<file path="config.mk">
export PLATFORM = sky130hd
export DESIGN_NAME = lsu_split_access
export DESIGN_NICKNAME = d
export VERILOG_FILES = /design/src/rtl/lsu_split_access.sv
export SDC_FILE = /design/constraint.sdc
export NUM_CORES = 1
export LEC_CHECK = 0
export ABC_AREA = 0
export ABC_CLOCK_PERIOD_IN_PS = 2760
export BUFFER_PORTS_ARGS = -buffer_cell sky130_fd_sc_hd__buf_2
export CORE_ASPECT_RATIO = 0.6
export CORE_UTILIZATION = 40
export CTS_CLUSTER_SIZE = 25
export DETAILED_ROUTE_END_ITERATION = 6
export GPL_ROUTABILITY_DRIVEN = 0
export HOLD_SLACK_MARGIN = 0.03
export PLACE_DENSITY_LB_ADDON = 0.25
export SYNTH_ARGS = -nofsm -noshare
export SYNTH_HDL_FRONTEND = slang
export SYNTH_SLANG_ARGS = --single-unit
</file>
<file path="constraint.sdc">
create_clock -name clk -period 2.76 [get_ports clk]
set_input_delay 0.414 -clock clk [delete_from_list [all_inputs] [get_ports clk]]
set_output_delay 0.414 -clock clk [all_outputs]
set_load 0.02 [all_outputs]
</file>
<file path="src/rtl/lsu_split_access.sv">
// Sequential load/store unit: one request per handshake, aligned bus beats, sign/zero-extended response.
// Optional macro LSU_MISALIGN_SPLIT_EN builds the two-beat path for misaligned accesses; otherwise they error.
module lsu_split_access #(
  parameter int DATA_W = 32,
  parameter int ADDR_W = 32
) (
  input  logic              clk,
  input  logic              rst,
  input  logic              req_valid_i,
  output logic              req_ready_o,
  input  logic              req_we_i,
  input  logic [1:0]        req_size_i,
  input  logic              req_signed_i,
  input  logic [ADDR_W-1:0] req_addr_i,
  input  logic [DATA_W-1:0] req_wdata_i,
  output logic              rsp_valid_o,
  output logic [DATA_W-1:0] rsp_rdata_o,
  output logic              rsp_err_o,
  output logic              mem_req_o,
  output logic              mem_we_o,
  output logic [ADDR_W-1:0] mem_addr_o,
  output logic [DATA_W/8-1:0] mem_be_o,
  output logic [DATA_W-1:0] mem_wdata_o,
  input  logic              mem_gnt_i,
  input  logic              mem_rvalid_i,
  input  logic [DATA_W-1:0] mem_rdata_i,
  input  logic              mem_err_i
);

  localparam int NB    = DATA_W / 8;
  localparam int OFF_W = $clog2(NB);

  typedef enum logic [2:0] {
    IDLE    = 3'd0,
    REQ_LO  = 3'd1,
    WAIT_LO = 3'd2,
`ifdef LSU_MISALIGN_SPLIT_EN
    REQ_HI  = 3'd3,
    WAIT_HI = 3'd4,
`endif
    RESP    = 3'd5
  } state_t;

  state_t state_q, state_d;

  logic [ADDR_W-1:0] addr_q;
  logic [1:0]        size_q;
  logic              we_q;
  logic              signed_q;
  logic [DATA_W-1:0] wdata_q;
  logic              err_q;
  logic [DATA_W-1:0] rsp_rdata_q;
`ifdef LSU_MISALIGN_SPLIT_EN
  logic [DATA_W-1:0] lo_q;
  logic              misaligned_q;
  logic [DATA_W-1:0] hi_rdata;
`endif

  logic [OFF_W-1:0]  off;
  logic [ADDR_W-1:0] aligned_addr;
  logic [NB-1:0]     size_mask;
  logic [DATA_W-1:0] lo_rdata;
  logic              req_illegal;
  logic              req_bad;

  function automatic logic is_misaligned(input logic [OFF_W-1:0] o, input logic [1:0] sz);
    return (int'(o) + (1 << sz)) > NB;
  endfunction

  function automatic logic [NB-1:0] byte_mask(input logic [1:0] sz);
    logic [NB-1:0] m;
    case (sz)
      2'd0:    m = NB'(1);
      2'd1:    m = NB'(3);
      2'd2:    m = NB'(15);
      default: m = '1;
    endcase
    return m;
  endfunction

  // Keep the low `bytes` bytes and fill the rest with zeros or the top kept bit.
  function automatic logic [DATA_W-1:0] extend(input logic [DATA_W-1:0] v,
                                               input logic [1:0] sz,
                                               input logic sgn);
    logic [DATA_W-1:0] keep;
    logic              sb;
    case (sz)
      2'd0: begin keep = {DATA_W{1'b1}} >> (DATA_W - 8);  sb = v[7];  end
      2'd1: begin keep = {DATA_W{1'b1}} >> (DATA_W - 16); sb = v[15]; end
      2'd2: begin keep = {DATA_W{1'b1}} >> (DATA_W - 32); sb = v[31]; end
      default: begin keep = '1; sb = v[DATA_W-1]; end
    endcase
    return (sgn && sb) ? (v | ~keep) : (v & keep);
  endfunction

  assign off          = addr_q[OFF_W-1:0];
  assign aligned_addr = {addr_q[ADDR_W-1:OFF_W], {OFF_W{1'b0}}};
  assign size_mask    = byte_mask(size_q);
  assign lo_rdata     = mem_rdata_i >> (8 * int'(off));
  assign req_illegal  = (req_size_i == 2'd3) && (DATA_W == 32);

`ifdef LSU_MISALIGN_SPLIT_EN
  assign req_bad      = req_illegal;
  assign misaligned_q = is_misaligned(off, size_q);
  assign hi_rdata     = mem_rdata_i << (8 * (NB - int'(off)));
`else
  assign req_bad      = req_illegal || is_misaligned(req_addr_i[OFF_W-1:0], req_size_i);
`endif

  always_ff @(posedge clk) begin
    if (!rst) begin
      state_q <= IDLE;
    end else begin
      state_q <= state_d;
    end
  end

  always_comb begin
    state_d = state_q;
    case (state_q)
      IDLE: begin
        if (req_valid_i) begin
          state_d = req_bad ? RESP : REQ_LO;
        end
      end
      REQ_LO: begin
        if (mem_gnt_i) state_d = WAIT_LO;
      end
      WAIT_LO: begin
        if (mem_rvalid_i) begin
`ifdef LSU_MISALIGN_SPLIT_EN
          state_d = (!mem_err_i && misaligned_q) ? REQ_HI : RESP;
`else
          state_d = RESP;
`endif
        end
      end
`ifdef LSU_MISALIGN_SPLIT_EN
      REQ_HI: begin
        if (mem_gnt_i) state_d = WAIT_HI;
      end
      WAIT_HI: begin
        if (mem_rvalid_i) state_d = RESP;
      end
`endif
      RESP:    state_d = IDLE;
      default: state_d = IDLE;
    endcase
  end

  // Bus request fields decode only registered state, so they hold while waiting for a grant.
  always_comb begin
    mem_req_o   = 1'b0;
    mem_we_o    = 1'b0;
    mem_addr_o  = '0;
    mem_be_o    = '0;
    mem_wdata_o = '0;
    case (state_q)
      REQ_LO: begin
        mem_req_o   = 1'b1;
        mem_we_o    = we_q;
        mem_addr_o  = aligned_addr;
        mem_be_o    = size_mask << off;
        mem_wdata_o = wdata_q << (8 * int'(off));
      end
`ifdef LSU_MISALIGN_SPLIT_EN
      REQ_HI: begin
        mem_req_o   = 1'b1;
        mem_we_o    = we_q;
        mem_addr_o  = aligned_addr + ADDR_W'(NB);
        mem_be_o    = size_mask >> (NB - int'(off));
        mem_wdata_o = wdata_q >> (8 * (NB - int'(off)));
      end
`endif
      default: ;
    endcase
  end

  assign req_ready_o = (state_q == IDLE);
  assign rsp_valid_o = (state_q == RESP);
  assign rsp_err_o   = rsp_valid_o && err_q;
  assign rsp_rdata_o = rsp_rdata_q;

  // rsp_rdata_q only changes when a response is being prepared, so it holds between responses.
  always_ff @(posedge clk) begin
    if (!rst) begin
      addr_q      <= '0;
      size_q      <= '0;
      we_q        <= 1'b0;
      signed_q    <= 1'b0;
      wdata_q     <= '0;
      err_q       <= 1'b0;
      rsp_rdata_q <= '0;
`ifdef LSU_MISALIGN_SPLIT_EN
      lo_q        <= '0;
`endif
    end else begin
      case (state_q)
        IDLE: begin
          if (req_valid_i) begin
            addr_q   <= req_addr_i;
            size_q   <= req_size_i;
            we_q     <= req_we_i;
            signed_q <= req_signed_i;
            wdata_q  <= req_wdata_i;
            err_q    <= req_bad;
            if (req_bad) rsp_rdata_q <= '0;
          end
        end
        WAIT_LO: begin
          if (mem_rvalid_i) begin
            if (mem_err_i) begin
              err_q       <= 1'b1;
              rsp_rdata_q <= '0;
            end
`ifdef LSU_MISALIGN_SPLIT_EN
            else if (misaligned_q) begin
              lo_q <= lo_rdata;
            end
`endif
            else begin
              err_q       <= 1'b0;
              rsp_rdata_q <= we_q ? '0 : extend(lo_rdata, size_q, signed_q);
            end
          end
        end
`ifdef LSU_MISALIGN_SPLIT_EN
        WAIT_HI: begin
          if (mem_rvalid_i) begin
            err_q       <= mem_err_i;
            rsp_rdata_q <= (mem_err_i || we_q) ? '0
                           : extend(lo_q | hi_rdata, size_q, signed_q);
          end
        end
`endif
        default: ;
      endcase
    end
  end

endmodule

</file>
==> metrics.txt <==
GR peak layer=met1; Main synth FF type=dfxtp_1; buffer depth of the longest clock path=2; Starting Density=0.4183; Final min period=about 2500 ps; WS Path Type=reg -> out; initial antenna violation count=0; EDFF count, synth=0; sequential share of the synthesized area=0.4061; Leakage=2.970 nW; Slew @ Worst Pin=956.7 ps; starting DRC count in detailed routing=between 200 and 300; largest net degree at the start of global routing=81; FFs w/ async S/R, synth=0; Die Span Y=89.70 um; die width=148.2 um; H-tree levels=3; WL per Instance=around 15 um; share of cells above drive strength 1=0.3011; Top Ports=211; CTS tree=built; Placed Area=6241 um2; Final Instance Area=6551 um2; cts bufs inserted=9; post-synthesis cell count=654; DR vias/cell=5.237; Critical Path Max Stage Delay=500 ps; core area=12,260 um2; Hold Violations, Final=0; CP required=2350 ps; FP Rows=31; # resized after CTS=1; Final Skew=9.096 ps; DRT Pass-1 Iters=5; CP max-delay cell=dfxtp_1; antenna-violating nets left=0; startpoint types=flip-flop; # hold bufs at CTS=0; DPL Wire Length=11,510 um; Skew-Pair Late Insertion Delay=between 300 and 400 ps; WL final=15,520 um; CP Data Arrival Time=2130 ps; DR DRC count=0; first-pass GRT wire length=between 20,000 and 25,000 um; maxcap violations=0; met1 usage=0.3609; Crit path max-delay family=simple AND/OR/NAND/NOR gates; met2 global-route usage=0.3142; setup total negative slack=0 ps; port bufs=208; post-synthesis instance area=just over 5000 um2; crit-path cells=clkinvlp_4, nand3b_1, inv_1, nand2b_2, nor2_2, and2_1, buf_2; Yosys cell types=47; Hold Path Class=in -> reg; FMAX=0.3924 GHz; # fillers=1,193; # clock sinks=104; final period utilization=0.9233; Syn-to-layout area delta=27.77%; Setup Buffers After CTS=0; max-slew violation count=0; Final setup viols=0; CP max FO=12; grt total ovfl=0; commonest non-fill, non-tap cells in the layout=208 x buf_2, 163 x nand2_1, 102 x dfxtp_1; Synth Area per Inst=7.840 um2; synthesized flop and latch total=104; via count of the first global-routing pass=between 4,000 and 5,000; status=finished clean; GRT met3 Usage=0.04670; clock-pin slew on the worst setup and hold paths=70 ps; All-Layer GR Usage=0.2290; nets@finish=942; most common cell after layout, fill and taps aside=buf_2; power density cells=553.1 nW/um2; relative slew slack=0.3622; worst vdd ir=0.0003164 V; Critical Path End Type=output pin; WP buf/inv=3; Synthesis Warnings=0; RSZ-0062 raised after global routing=no; Die ar.=13,290 um2; root buf cell=clkbuf_16; Via Count=5,253
worst paths after layout:
path | end | start | slack, ps | cells past startpoint
max | mem_wdata_o[2] | state_q[1] | 210 | 7
min | wdata_q[20] | req_wdata_i[20] | 310 | 3
max reg2reg | rsp_rdata_o[30] | state_q[1] | 530 | 4
min reg2reg | addr_q[10] | addr_q[10] | 450 | 2
cell families after synthesis:
kind of cell | synth area share
buf+inv | 0.05149
other cells | 0.0007314
compound gates | 0.1864
mux | 0.08492
flops | 0.4061
simple gates | 0.2640
fa+ha+maj | 0.006344
cells in the mapped netlist (2+ instances only):
master | count | area [um2]
and2_1 | 42 | 262.8
nand3_1 | 8 | 40.04
buf_1 | 2 | 7.510
nor2_1 | 49 | 183.9
a211o_1 | 8 | 70.07
a21oi_1 | 78 | 390.4
nand2b_1 | 3 | 18.77
buf_4 | 2 | 15.01
nor2b_1 | 12 | 75.07
nor3b_2 | 2 | 25.02
mux2i_1 | 39 | 390.4
a31oi_1 | 9 | 56.30
nand2_1 | 164 | 615.6
clkbuf_1 | 33 | 123.9
buf_6 | 2 | 22.52
a221oi_1 | 2 | 17.52
dfxtp_1 | 104 | 2082
buf_2 | 13 | 65.06
o2bb2ai_1 | 8 | 70.07
o21ai_0 | 2 | 10.01
a211oi_1 | 23 | 172.7
nor3b_1 | 2 | 15.01
mux2_2 | 2 | 22.52
nand4_1 | 9 | 56.30
or3_1 | 2 | 12.51
inv_1 | 6 | 22.52
a221o_1 | 8 | 80.08
power by group:
part / switching [mW] / internal, mW / total, mW
Combinational: 0.445 / 0.256 / 0.700
Sequential: 0.0708 / 1.59 / 1.66
Clock: 0.544 / 0.723 / 1.27
per-stage QoR:
step                      power, mW  worst slack, ps  instances  hold WS, ps    util
after floorplan               2.141            361.8        655        427.3       -
after global placement        2.367            92.84        988        438.0  0.5092
after detailed placement      2.385            77.07        988        445.0  0.5092
after CTS                     3.653            3.556       1002        296.4  0.5334
after global routing          3.806            73.53       1002        300.9  0.5343
final                         3.623            211.8       1003        305.2  0.5345
sequential cells by signal, summed over array words and instances, names as in the netlist:
register / cells
wdata_q: 32
addr_q: 32
signed_q: 1
size_q: 2
we_q: 1
state_q: 3
err_q: 1
rsp_rdata_o: 32
layer usage:
layer	part of all wire	routed length (um)	vias to the layer above
met1	0.51	7868	2459
met3	0.072	1119	10
met5	0	0	-
met4	0.0073	114	0
li1	-	-	2592
met2	0.41	6414	192
layout make-up:
type,instances,area (um2),share of cell area
Clock buffer,10,239.0,0.03648
Multi-Input combinational cell,491,2796,0.4269
Inverter,8,33.78,0.005157
Sequential cell,104,2087,0.3186
Timing Repair Buffer,220,1131,0.1727
Tap cell,165,206.4,0.03151
Clock inverter,4,55.05,0.008403
Antenna cell,1,2.502,0.0003820
tightest hold or removal path, cell delays in order:
cell     delay [ps]
buf_2           100
nand2_1          40
a21oi_1          50
No activity file was read; power rests on OpenSTA's default activity.
